==> config.mk <==
export PLATFORM = sky130hd
export DESIGN_NAME = controle_decripta
export DESIGN_NICKNAME = d
export VERILOG_FILES = /design/src/rtl/controle_decripta.sv
export SDC_FILE = /design/constraint.sdc
export NUM_CORES = 1
export LEC_CHECK = 0
export CAP_MARGIN = 20
export CORE_AREA = 4 4 254 256
export DETAILED_ROUTE_END_ITERATION = 8
export DIE_AREA = 0 0 258 260
export PLACE_DENSITY = 0.52
export SLEW_MARGIN = 20
export SYNTH_ARGS = -nofsm -noshare
export SYNTH_HDL_FRONTEND = slang
export SYNTH_SLANG_ARGS = --single-unit
export TNS_END_PERCENT = 1
==> constraint.sdc <==
create_clock -name clk -period 4 [get_ports clk]
set_input_delay 0.4 -clock clk [delete_from_list [all_inputs] [get_ports clk]]
set_output_delay 0.4 -clock clk [all_outputs]
set_load 0.02 [all_outputs]
==> src/rtl/controle_decripta.sv <==
// Iterative AES-128 inverse-cipher round sequencer: holds the state, issues one
// inverse operation per cycle to an external combinational stage bank, returns plaintext.
module controle_decripta #(
  parameter int unsigned NUM_RODADAS = 10  // 1..15, key indices NUM_RODADAS..0
) (
  input  logic         clk,
  input  logic         rst_n,
  input  logic         inicio,
  input  logic [127:0] bloco_in,
  output logic         ocupado,
  output logic         valido,
  input  logic         aceito,
  output logic [127:0] bloco_out,
  output logic [127:0] dp_bloco,
  output logic [1:0]   dp_op,
  input  logic [127:0] dp_saida,
  output logic [3:0]   idx_chave,
  input  logic [127:0] chave
);

  localparam logic [1:0] OP_ARK = 2'd0;
  localparam logic [1:0] OP_SHR = 2'd1;
  localparam logic [1:0] OP_SUB = 2'd2;
  localparam logic [1:0] OP_MIX = 2'd3;
  localparam logic [3:0] RODADAS_INI = 4'(NUM_RODADAS);

  typedef enum logic [2:0] {OCIOSO, ARK0, SHR, SUB, ARK, MIX, ARKF, FIM} st_e;

  st_e          st_q, st_d;
  logic [127:0] estado_q, estado_d;
  logic [3:0]   rodada_q, rodada_d;
  logic         ocupado_q, ocupado_d;
  logic         valido_q, valido_d;
  logic [127:0] bloco_out_q, bloco_out_d;

  // The round key goes straight from the key store to the datapath.
  logic unused_chave;
  assign unused_chave = ^chave;

  always_ff @(posedge clk or negedge rst_n) begin
    if (!rst_n) begin
      st_q        <= OCIOSO;
      estado_q    <= '0;
      rodada_q    <= '0;
      ocupado_q   <= 1'b0;
      valido_q    <= 1'b0;
      bloco_out_q <= '0;
    end else begin
      st_q        <= st_d;
      estado_q    <= estado_d;
      rodada_q    <= rodada_d;
      ocupado_q   <= ocupado_d;
      valido_q    <= valido_d;
      bloco_out_q <= bloco_out_d;
    end
  end

  always_comb begin
    st_d        = st_q;
    estado_d    = estado_q;
    rodada_d    = rodada_q;
    ocupado_d   = ocupado_q;
    valido_d    = valido_q;
    bloco_out_d = bloco_out_q;
    unique case (st_q)
      OCIOSO: if (inicio) begin
        estado_d  = bloco_in;
        rodada_d  = RODADAS_INI;
        ocupado_d = 1'b1;
        st_d      = ARK0;
      end
      ARK0: begin
        estado_d = dp_saida;
        rodada_d = rodada_q - 4'd1;
        st_d     = SHR;
      end
      SHR: begin
        estado_d = dp_saida;
        st_d     = SUB;
      end
      // rodada reaches 0 only after the last MIX, so the final round skips ARK/MIX
      SUB: begin
        estado_d = dp_saida;
        st_d     = (rodada_q == 4'd0) ? ARKF : ARK;
      end
      ARK: begin
        estado_d = dp_saida;
        st_d     = MIX;
      end
      MIX: begin
        estado_d = dp_saida;
        rodada_d = rodada_q - 4'd1;
        st_d     = SHR;
      end
      ARKF: begin
        bloco_out_d = dp_saida;
        valido_d    = 1'b1;
        st_d        = FIM;
      end
      FIM: if (aceito) begin
        valido_d  = 1'b0;
        ocupado_d = 1'b0;
        st_d      = OCIOSO;
      end
      default: st_d = OCIOSO;
    endcase
  end

  always_comb begin
    dp_op     = OP_ARK;
    idx_chave = '0;
    unique case (st_q)
      ARK0:    idx_chave = RODADAS_INI;
      SHR:     dp_op     = OP_SHR;
      SUB:     dp_op     = OP_SUB;
      ARK:     idx_chave = rodada_q;
      MIX:     dp_op     = OP_MIX;
      default: ;
    endcase
  end

  assign dp_bloco  = estado_q;
  assign bloco_out = bloco_out_q;
  assign ocupado   = ocupado_q;
  assign valido    = valido_q;

endmodule
==> results of run 1 <==
## cells by family (layout without fill, tap and decap cells)
kind of cell,after synthesis,in the layout,share of synthesized area [%]
other cells,0,3,0
simple gates,160,160,8.833
flops,265,265,59.94
fa+ha+maj,1,1,0.1131
buf+inv,65,602,3.992
compound gates,145,145,14.09
mux,128,128,13.03
## metrics by stage
step                area [sq um]  setup slack, ns  utilization, %  std cells  hold slack [ns]
floorplan                  11060            2.342               -        764           0.1044
global placement           17130            1.567           27.40       2085           0.4822
detailed placement         17130            1.531           27.40       2085           0.4828
CTS                        18290           0.9779           29.27       2147           0.4679
global route               18300           0.9052           29.27       2149           0.4845
finish                     18300            1.055           29.28       2150           0.4962
## final cells by class
| cell class | instances | area (sq um) | share of cell area [%] |
|---|---|---|---|
| inverters | 5 | 18.77 | 0.1026 |
| diodes | 3 | 7.507 | 0.04102 |
| flip-flops and latches | 265 | 6631 | 36.24 |
| multi-input cells | 434 | 4014 | 21.93 |
| clock buffers | 52 | 1052 | 5.750 |
| repair buffers | 536 | 5415 | 29.59 |
| clock inverters | 9 | 102.6 | 0.5606 |
| well taps | 846 | 1059 | 5.784 |
## path summary, 6_finish.rpt
path	end	slack, ns	cells after the start
worst max-delay path	idx_chave[3]	1.05	4
worst min-delay path	dp_bloco[54]$_DFFE_PN0P_	0.50	2
worst max register to register	bloco_out[55]$_DFFE_PN0N_	1.61	4
worst min register to register	valido$_DFFE_PN0P_	0.50	2
max in group asynchronous	dp_bloco[79]$_DFFE_PN0P_	2.60	3
min in group clk	valido$_DFFE_PN0P_	0.50	2
## power groups by stage
stage / combinational, mW / clock (mW) / sequential, mW
floorplan: 2.84 / 0 / 6.45
global placement: 8.31 / 0 / 4.88
detailed placement: 8.36 / 0 / 4.92
CTS: 8.38 / 3.32 / 4.91
global route: 8.68 / 3.42 / 5.09
finish: 8.22 / 3.17 / 4.91
## state kept, by name (all words and copies together) (netlist names)
register and cells:
bloco_out 128, dp_bloco 128, rodada_q 4, st_q 3, ocupado 1, valido 1
## worst max-delay path: cells and delay by family, from the launching register on
| family | cells | cell delay [ns] |
|---|---|---|
| AO/OA/AOI/OAI | 1 | 0.27 |
| buffers and inverters | 1 | 0.70 |
| flip-flops | 1 | 0.65 |
| AND/OR/NAND/NOR | 2 | 0.40 |
## routing by layer
metal,wire [microns],vias up,GRT usage (%)
met2,19510,360,19.16
met4,1156,0,4.175
met3,3628,62,4.051
li1,-,3875,-
met1,16430,4332,13.90
met5,0,-,0
## what timing repair did
action / CTS / global route
hold endpoints to repair: 86 / 0
setup endpoints to repair: 0 / 0
hold buffers: 1 / 0
## placed cells by master, fill, tap and decap left out, drive strengths merged
cell,count
clkdlybuf4s50,522
dfrtp,265
nand2b,134
o221a,129
mux2,128
clkbuf,52
buf,13
nand2,10
a21oi,8
inv,5
nor2,5
clkinv,4
diode,3
clkinvlp,3
nor3b,2
nor2b,2
o21ai,2
nand3,2
bufinv,2
and2b,1
and3,1
or3,1
o21a,1
nor4b,1
o22ai,1
a2bb2oi,1
a311oi,1
o2bb2ai,1
a31o,1
nor3,1
ha,1
dlygate4sd3,1
==> summary.md, run 1 <==
| Metric | Value |
|---|---|
| Status | `completed` |
| MaxCap Viol Count | `0` |
| Syn-to-layout area delta | `65.42%` |
| Die area | `67,080 sq um` |
| PostCTS Resize Cnt | `0` |
| Critical path startpoint | `st_q[2]$_DFFE_PN0P_` |
| Seq cells post-synth | `265` |
| Synthesis Warnings | `0` |
| Logic gate share of total power | `50.4%` |
| Peak supply drop | `0.0007445 V` |
| CTS H-tree lvls | `2` |
| Final setup viols | `0` |
| Post-CTS setup buffer count | `0` |
| Slew HR | `34.49%` |
| Vias in the first global route | `9,492` |
| GRT Total Usage | `11.55%` |
| Cell Pwr Density | `890.6 nW/um^2` |
| FILL cells | `6,379` |
| Die X | `258 microns` |
| Initial DRT Pass Iterations | `4` |
| Final worst-path cycle share | `73.63%` |
| Syn Nets | `1,153` |
| Cells after synthesis | `764` |
| WL/cell | `18.94 microns` |
| Detailed placement HPWL | `28,010 microns` |
| Area leader, netlist | `dfrtp_1` |
| Io pins | `652` |
| Worst path cell trace | `and2b_1 > nand2_1 > a21oi_1 > clkdlybuf4s50_1` |
| Post-synth EDFFs | `0` |
| Global-route wire length before repair | `60,910 microns` |
| Nets | `1,666` |
| Switching fraction of total power | `37.98%` |
| Worst stage delay on the critical path | `0.70 ns` |
| Core Box Area | `62,500 sq um` |
| Rows | `92` |
| WP data arrival | `2.55 ns` |
| Clock buffer depth | `3` |
| Fin. max-slew vios | `0` |
| Layout cell share with drive strength beyond 1 | `16.06%` |
| Area contributors post-synth | `dfrtp_1 60%, mux2_2 13%, o221a_1 12%` |
| DRT iter0 DRCs | `351` |
| Max Fanout on Critical Path | `16` |
| Remaining antenna violation count | `0` |
| Sequential power share | `30.1%` |
| Total global routing overflow | `0` |
| Largest net degree at the start of global routing | `129` |
| Port bufs | `523` |
| Post-synthesis sequential area ratio | `59.94%` |
| Final setup skew | `0.01201 ns` |
| Unrepaired setup endpoints after global routing | `false` |
| Count leader, synth | `dfrtp_1` |
| CP Capture Type | `output port` |
| Max Freq | `339.6 MHz` |
| Vias per cell | `4.013` |
| Final Hold Viols | `0` |
| Post-Syn Area per Cell | `14.48 sq um` |
| Total Wirelength | `40,720 microns` |
| Die height | `260 microns` |
| Setup TNS | `0 ns` |
| HP Class | `input pin to async pin` |
| Syn Std Cell Area | `11,060 sq um` |
| Clk pwr share | `19.5%` |
| CP max stage cell | `clkdlybuf4s50_1` |
| Psw | `6.190 mW` |
| Clock Latency Late Sink | `0.52 ns` |
| DRC Markers | `0` |
| CTS Root Cell | `clkbuf_16` |
| R2R Path Start | `st_q[0]$_DFFE_PN0P_` |
| Clock-pin slew on the worst setup and hold paths | `0.06 ns` |
| CTS Buf Count | `35` |
| Gpl congestion | `0.7740` |
| Initial core utilization | `17.70%` |
| Overall Power | `16.30 mW` |
| Internal power | `10.11 mW` |
| Netlist cell types | `31` |
| P_leak | `6.899 nW` |
| Most used DFF post-synth | `dfrtp_1` |
| Worst path required time | `3.60 ns` |
| Synth top cells by count | `265 x dfrtp_1, 134 x nand2b_1, 128 x mux2_2, 120 x o221a_1, 31 x buf_2` |
| Share of the synthesized area in the top cell type | `59.94%` |
| Initial antenna violation count | `3` |
| Worst setup SP type | `register` |
| Critical path type | `register to output port` |
| Final min period | `2.945 ns` |
| Clock Sinks | `265` |
| Via count | `8,629` |
| CTS tree | `yes` |
| Worst Tran Pin Value | `0.9827 ns` |
| Fraction of registers with async set/reset | `100.0%` |
(Power assumes the default switching activity.)
==> run 2: changes to the inputs <==
- CORE_AREA: 4 4 254 256 -> 4 4 249 251
- DIE_AREA: 0 0 258 260 -> 0 0 253 255
- PLACE_DENSITY: 0.52 -> 0.53
- clock period: 4 -> 3 ns (I/O delays scaled with it)
==> run 2 against run 1 <==
Compared with the run above:
- total power is 34% higher
- largest cell class unchanged
- clock skew rose by 0.013 ns
- sequential share of layout area hardly changed
- final cell count is 2.9% lower
- first-iteration DRC count decreased by 13%
- wire length is 2.2% higher
- sequential power is 33% higher
- via count fell by 0.46%
- sequential cell count did not move
- critical path depth down 1
- design area about the same
- die area decreased by 3.8%
- critical path type unchanged
==> summary.md, run 2 (synthesized netlist as in run 1, its figures left out) <==
| Metric | Value |
|---|---|
| Status | `completed` |
| Grt peak-use layer | `met2` |
| CTS Buf Count | `34` |
| CTS Root Cell | `clkbuf_16` |
| Rows | `90` |
| MaxCap Viol Count | `0` |
| Fin. max-slew vios | `0` |
| CP Capture Type | `output port` |
| Peak supply drop | `0.0005040 V` |
| Psw | `8.251 mW` |
| Die X | `253 microns` |
| Overall Power | `21.79 mW` |
| Global Route met3 Usage | `4.390%` |
| Largest net degree at the start of global routing | `86` |
| PostCTS Resize Cnt | `0` |
| Most common cell after layout, fill and taps aside | `clkdlybuf4s50_1` |
| Worst setup SP type | `register` |
| Final Hold Viols | `0` |
| Syn-to-layout area delta | `65.38%` |
| Initial core utilization | `18.47%` |
| Clock Sinks | `265` |
| Die area | `64,520 sq um` |
| Nets | `1,667` |
| Layout cell share with drive strength beyond 1 | `16.21%` |
| Gpl congestion | `0.7532` |
| Port bufs | `523` |
| Vias per cell | `4.115` |
| GRT Total Usage | `12.16%` |
| Switching fraction of total power | `37.87%` |
| Unrepaired setup endpoints after global routing | `false` |
| Slew HR | `48.15%` |
| Die height | `255 microns` |
| Clock-pin slew on the worst setup and hold paths | `0.06 ns` |
| Initial DRT Pass Iterations | `4` |
| Core Box Area | `59,910 sq um` |
| Final setup viols | `0` |
| Clk pwr share | `19.3%` |
| Clock Latency Late Sink | `0.53 ns` |
| Final worst-path cycle share | `92.09%` |
| Most frequent cells in the layout | `522 x clkdlybuf4s50_1, 265 x dfrtp_1, 134 x nand2b_1` |
| Setup WS pre-CTS | `0.5276 ns` |
| P_leak | `6.943 nW` |
| CTS tree | `yes` |
| FILL cells | `6,091` |
| DRC Markers | `0` |
| Worst stage delay on the critical path | `0.75 ns` |
| Worst path required time | `2.70 ns` |
| Final setup skew | `0.02471 ns` |
| Max Freq | `362.0 MHz` |
| Sequential power share | `29.9%` |
| CTS H-tree lvls | `2` |
| GR Layer Usage met2 | `20.64%` |
| Initial antenna violation count | `7` |
| Detailed placement HPWL | `29,750 microns` |
| Clock buffer depth | `3` |
| Via count | `8,589` |
| WP data arrival | `2.46 ns` |
| Worst Hold Slack | `0.3154 ns` |
| HP Class | `input pin to async pin` |
| Final min period | `2.763 ns` |
| Setup TNS | `0 ns` |
| Total Wirelength | `41,600 microns` |
| Global-route wire length before repair | `60,520 microns` |
| Worst setup margin | `0.2373 ns` |
| CP max stage cell | `clkdlybuf4s50_1` |
| Logic gate share of total power | `50.8%` |
| Cell Pwr Density | `1191 nW/um^2` |
| Worst Tran Pin Value | `0.7778 ns` |
| Internal power | `13.54 mW` |
| Critical path type | `register to output port` |
| Met1 Track Usage GR | `14.36%` |
| WL/cell | `19.93 microns` |
| Remaining antenna violation count | `0` |
| Post-CTS setup buffer count | `0` |
| Worst path cell trace | `and2b_1 > nor3b_1 > clkdlybuf4s50_1` |
| Total global routing overflow | `0` |
| Io pins | `652` |
| Max Fanout on Critical Path | `16` |
| Vias in the first global route | `9,337` |
| DRT iter0 DRCs | `307` |
## run 2: cell types whose count changed in the layout (fill, tap and decap cells not counted), sizes merged
cell,before,now
buf,13,15
clkbuf,52,51
clkinv,4,5
clkinvlp,3,0
inv,5,7
## run 2: metal layers
layer	vias up	share of wire, %	wire [microns]
li1	3865	-	-
met1	4309	39	16430
met2	341	49	20300
met3	64	8.9	3684
met4	10	2.7	1111
met5	-	0.18	75
## run 2: layout make-up
| class | count | area (sq um) | share of cell area (%) |
|---|---|---|---|
| inverters | 5 | 18.77 | 0.1026 |
| multi-input cells | 434 | 4014 | 21.94 |
| clock buffers | 51 | 1049 | 5.731 |
| well taps | 782 | 978.4 | 5.348 |
| repair buffers | 538 | 5493 | 30.02 |
| clock inverters | 9 | 105.1 | 0.5744 |
| diodes | 3 | 7.507 | 0.04103 |
| flip-flops and latches | 265 | 6631 | 36.24 |
## run 2: repair_timing
item                       CTS  global route
setup endpoints to repair    0             0
hold endpoints to repair    53             0
hold buffers                 1             0
## run 2: worst paths after layout
path                            depth (start not counted)  slack (ns)                start                        end
worst max register to register                          4        0.64  st_q[2]$_DFFE_PN0P_   dp_bloco[60]$_DFFE_PN0P_
min in group clk                                        2        0.42         dp_saida[83]  bloco_out[83]$_DFFE_PN0N_
max in group asynchronous                               4        1.83                rst_n   dp_bloco[49]$_DFFE_PN0P_
worst min-delay path                                    2        0.32                rst_n   dp_bloco[55]$_DFFE_PN0P_
worst max-delay path                                    3        0.24  st_q[2]$_DFFE_PN0P_               idx_chave[0]
worst min register to register                          2        0.49   valido$_DFFE_PN0P_         valido$_DFFE_PN0P_
## run 2: per-stage QoR
| stage | instances | utilization (%) | cell area, sq um |
|---|---|---|---|
| after floorplan | 764 | - | 11060 |
| after global placement | 2023 | 28.59 | 17130 |
| after detailed placement | 2023 | 28.59 | 17130 |
| after CTS | 2084 | 30.53 | 18290 |
| after global routing | 2085 | 30.53 | 18290 |
| final | 2087 | 30.54 | 18300 |
## run 2: critical path: cells and delay by family, from the launching register on
kind	cells	cell delay (ns)
DFF	1	0.64
and+or+nand+nor	2	0.54
buffers and inverters	1	0.75
## run 2: power groups by stage
stage	clock, mW	combinational, mW	sequential (mW)
finish	4.21	11.1	6.51
global route	4.53	11.7	6.74
CTS	4.40	11.3	6.52
detailed placement	0	11.3	6.53
global placement	0	11.3	6.47
floorplan	0	3.79	8.60
==> run 3: changes to the inputs <==
- CORE_AREA: 4 4 249 251 -> 2 2 255 257
- DIE_AREA: 0 0 253 255 -> 0 0 257 259
- PLACE_DENSITY: 0.53 -> 0.51
==> run 3 against run 2 <==
Compared with the run above:
- worst hold slack better by 0.064 ns
- count of clock-buffer cells in the layout increased by 3
- final cell count up 3.7%
- register-to-register slack gained 0.20 ns
- largest cell class unchanged
- largest power group unchanged
==> summary.md, run 3 (synthesized netlist as in run 1, its figures left out) <==
| Metric | Value |
|---|---|
| P_leak | `6.937 nW` |
| Most common cell after layout, fill and taps aside | `clkdlybuf4s50_1` |
| Total Wirelength | `39,580 microns` |
| Top cell family by delay on the critical path | `buffers and inverters` |
| Final setup skew | `0.007584 ns` |
| Grt peak-use layer | `met2` |
| Cell Area, Placed | `17,240 sq um` |
| Worst path cell trace | `and2b_1 > nor3b_1 > clkdlybuf4s50_1` |
| Critical path type | `register to output port` |
| Global-route wire length before repair | `59,340 microns` |
| WP data arrival | `2.47 ns` |
| GR Layer Usage met2 | `18.80%` |
| Initial DRT Pass Iterations | `4` |
| WL/cell | `18.29 microns` |
| Nets | `1,673` |
| Largest net degree at the start of global routing | `78` |
| Met1 Track Usage GR | `14.06%` |
| CTS Root Cell | `clkbuf_16` |
| Remaining antenna violation count | `0` |
| Detailed placement HPWL | `28,120 microns` |
| CP Capture Type | `output port` |
| GRT Total Usage | `11.49%` |
| Cell Pwr Density | `1182 nW/um^2` |
| Final min period | `2.767 ns` |
| Status | `completed` |
| Cell area after layout | `18,390 sq um` |
| Setup TNS | `0 ns` |
| Clock Latency Late Sink | `0.52 ns` |
| FILL cells | `6,434` |
| Gpl congestion | `0.8140` |
| DRT iter0 DRCs | `254` |
| Syn-to-layout area delta | `66.20%` |
| Overall Power | `21.73 mW` |
| Die area | `66,560 sq um` |
| Vias per cell | `3.933` |
| Max Freq | `361.5 MHz` |
| CP max stage cell | `clkdlybuf4s50_1` |
| HP Class | `input pin to async pin` |
| Clock Sinks | `265` |
| Fin. max-slew vios | `0` |
| Slew HR | `54.63%` |
| Final worst-path cycle share | `92.22%` |
| DRC Markers | `0` |
| Final setup viols | `0` |
| Io pins | `652` |
| Via count | `8,510` |
| Rows | `93` |
| Clock-pin slew on the worst setup and hold paths | `0.06 ns` |
| Max Fanout on Critical Path | `16` |
| Worst setup margin | `0.2334 ns` |
| Worst setup SP type | `register` |
| CTS Buf Count | `35` |
| Peak supply drop | `0.0005210 V` |
| Die height | `259 microns` |
| CTS tree | `yes` |
| Vias in the first global route | `9,356` |
| Clock buffer depth | `3` |
| Layout cell share with drive strength beyond 1 | `16.16%` |
| Most frequent cells in the layout | `522 x clkdlybuf4s50_1, 265 x dfrtp_1, 134 x nand2b_1` |
| Initial antenna violation count | `3` |
| CTS H-tree lvls | `2` |
| Worst stage delay on the critical path | `0.76 ns` |
| Worst path required time | `2.70 ns` |
| Final Hold Viols | `0` |
| Unrepaired setup endpoints after global routing | `false` |
| CP bufs+invs | `1` |
| Worst Tran Pin Value | `0.6806 ns` |
| Setup WS pre-CTS | `0.7695 ns` |
| MaxCap Viol Count | `0` |
| Total global routing overflow | `0` |
| Global Route met3 Usage | `3.769%` |
| Core Box Area | `63,880 sq um` |
| Port bufs | `523` |
| Die X | `257 microns` |
| Initial core utilization | `17.32%` |
## run 3: cell types whose count changed in the layout (fill, tap and decap cells not counted), sizes merged
cell and change:
buf +5, inv -2, clkbuf +3, clkinv -3, clkinvlp +1
## run 3: routing by layer
| metal | vias to the layer above | wire length [microns] |
|---|---|---|
| met5 | - | 0 |
| met4 | 0 | 1098 |
| met3 | 58 | 3024 |
| met2 | 336 | 18970 |
| met1 | 4249 | 16490 |
| li1 | 3867 | - |
## run 3: cell type report
class                      instances  area (sq um)  area share (%)
antenna                            3         7.507         0.04083
clock buffer                      54          1050           5.709
clock inverter                     5         77.57          0.4219
multi-input combinational        434          4014           21.83
inverter                           5         18.77          0.1021
tap                              855          1070           5.818
sequential                       265          6631           36.07
timing repair buffer             543          5518           30.01
## run 3: path summary, 6_finish.rpt
path	start	end	slack (ns)	cells after the start
setup / recovery	st_q[2]$_DFFE_PN0P_	idx_chave[0]	0.23	3
hold / removal	rst_n	dp_bloco[43]$_DFFE_PN0P_	0.38	2
setup reg to reg	st_q[0]$_DFFE_PN0P_	dp_bloco[66]$_DFFE_PN0P_	0.84	4
hold reg to reg	bloco_out[91]$_DFFE_PN0N_	bloco_out[91]$_DFFE_PN0N_	0.50	1
max in group asynchronous	rst_n	dp_bloco[17]$_DFFE_PN0P_	1.67	3
min in group clk	dp_saida[34]	bloco_out[34]$_DFFE_PN0N_	0.43	2
## run 3: power breakdown
group | internal [mW] | switching [mW] | total [mW] | leakage [nW]
clock network | 2.56 | 1.57 | 4.14 | 0.548
registers | 5.44 | 1.07 | 6.51 | 3.05
logic | 5.54 | 5.54 | 11.1 | 3.34
## run 3: what timing repair did
item                      4_1_cts  5_1_grt
hold buffers                    1        0
setup buffers                   0        0
hold endpoints to repair       71        0
resized for setup               0        0
## run 3: worst reg2reg max path, stage by stage (launching register included)
cell and delay (ns):
dfrtp_1 0.52, or3_4 0.47, o21a_4 0.37, buf_12 0.27, o221a_1 0.41
## run 3: stage by stage
| stage | hold slack (ns) | util (%) | std cells |
|---|---|---|---|
| CTS | 0.3708 | 28.77 | 2161 |
| finish | 0.3796 | 28.78 | 2164 |
| floorplan | 0.004409 | - | 764 |
| global route | 0.3938 | 28.77 | 2162 |
| global placement | 0.3503 | 26.99 | 2101 |
| detailed placement | 0.3454 | 26.99 | 2101 |
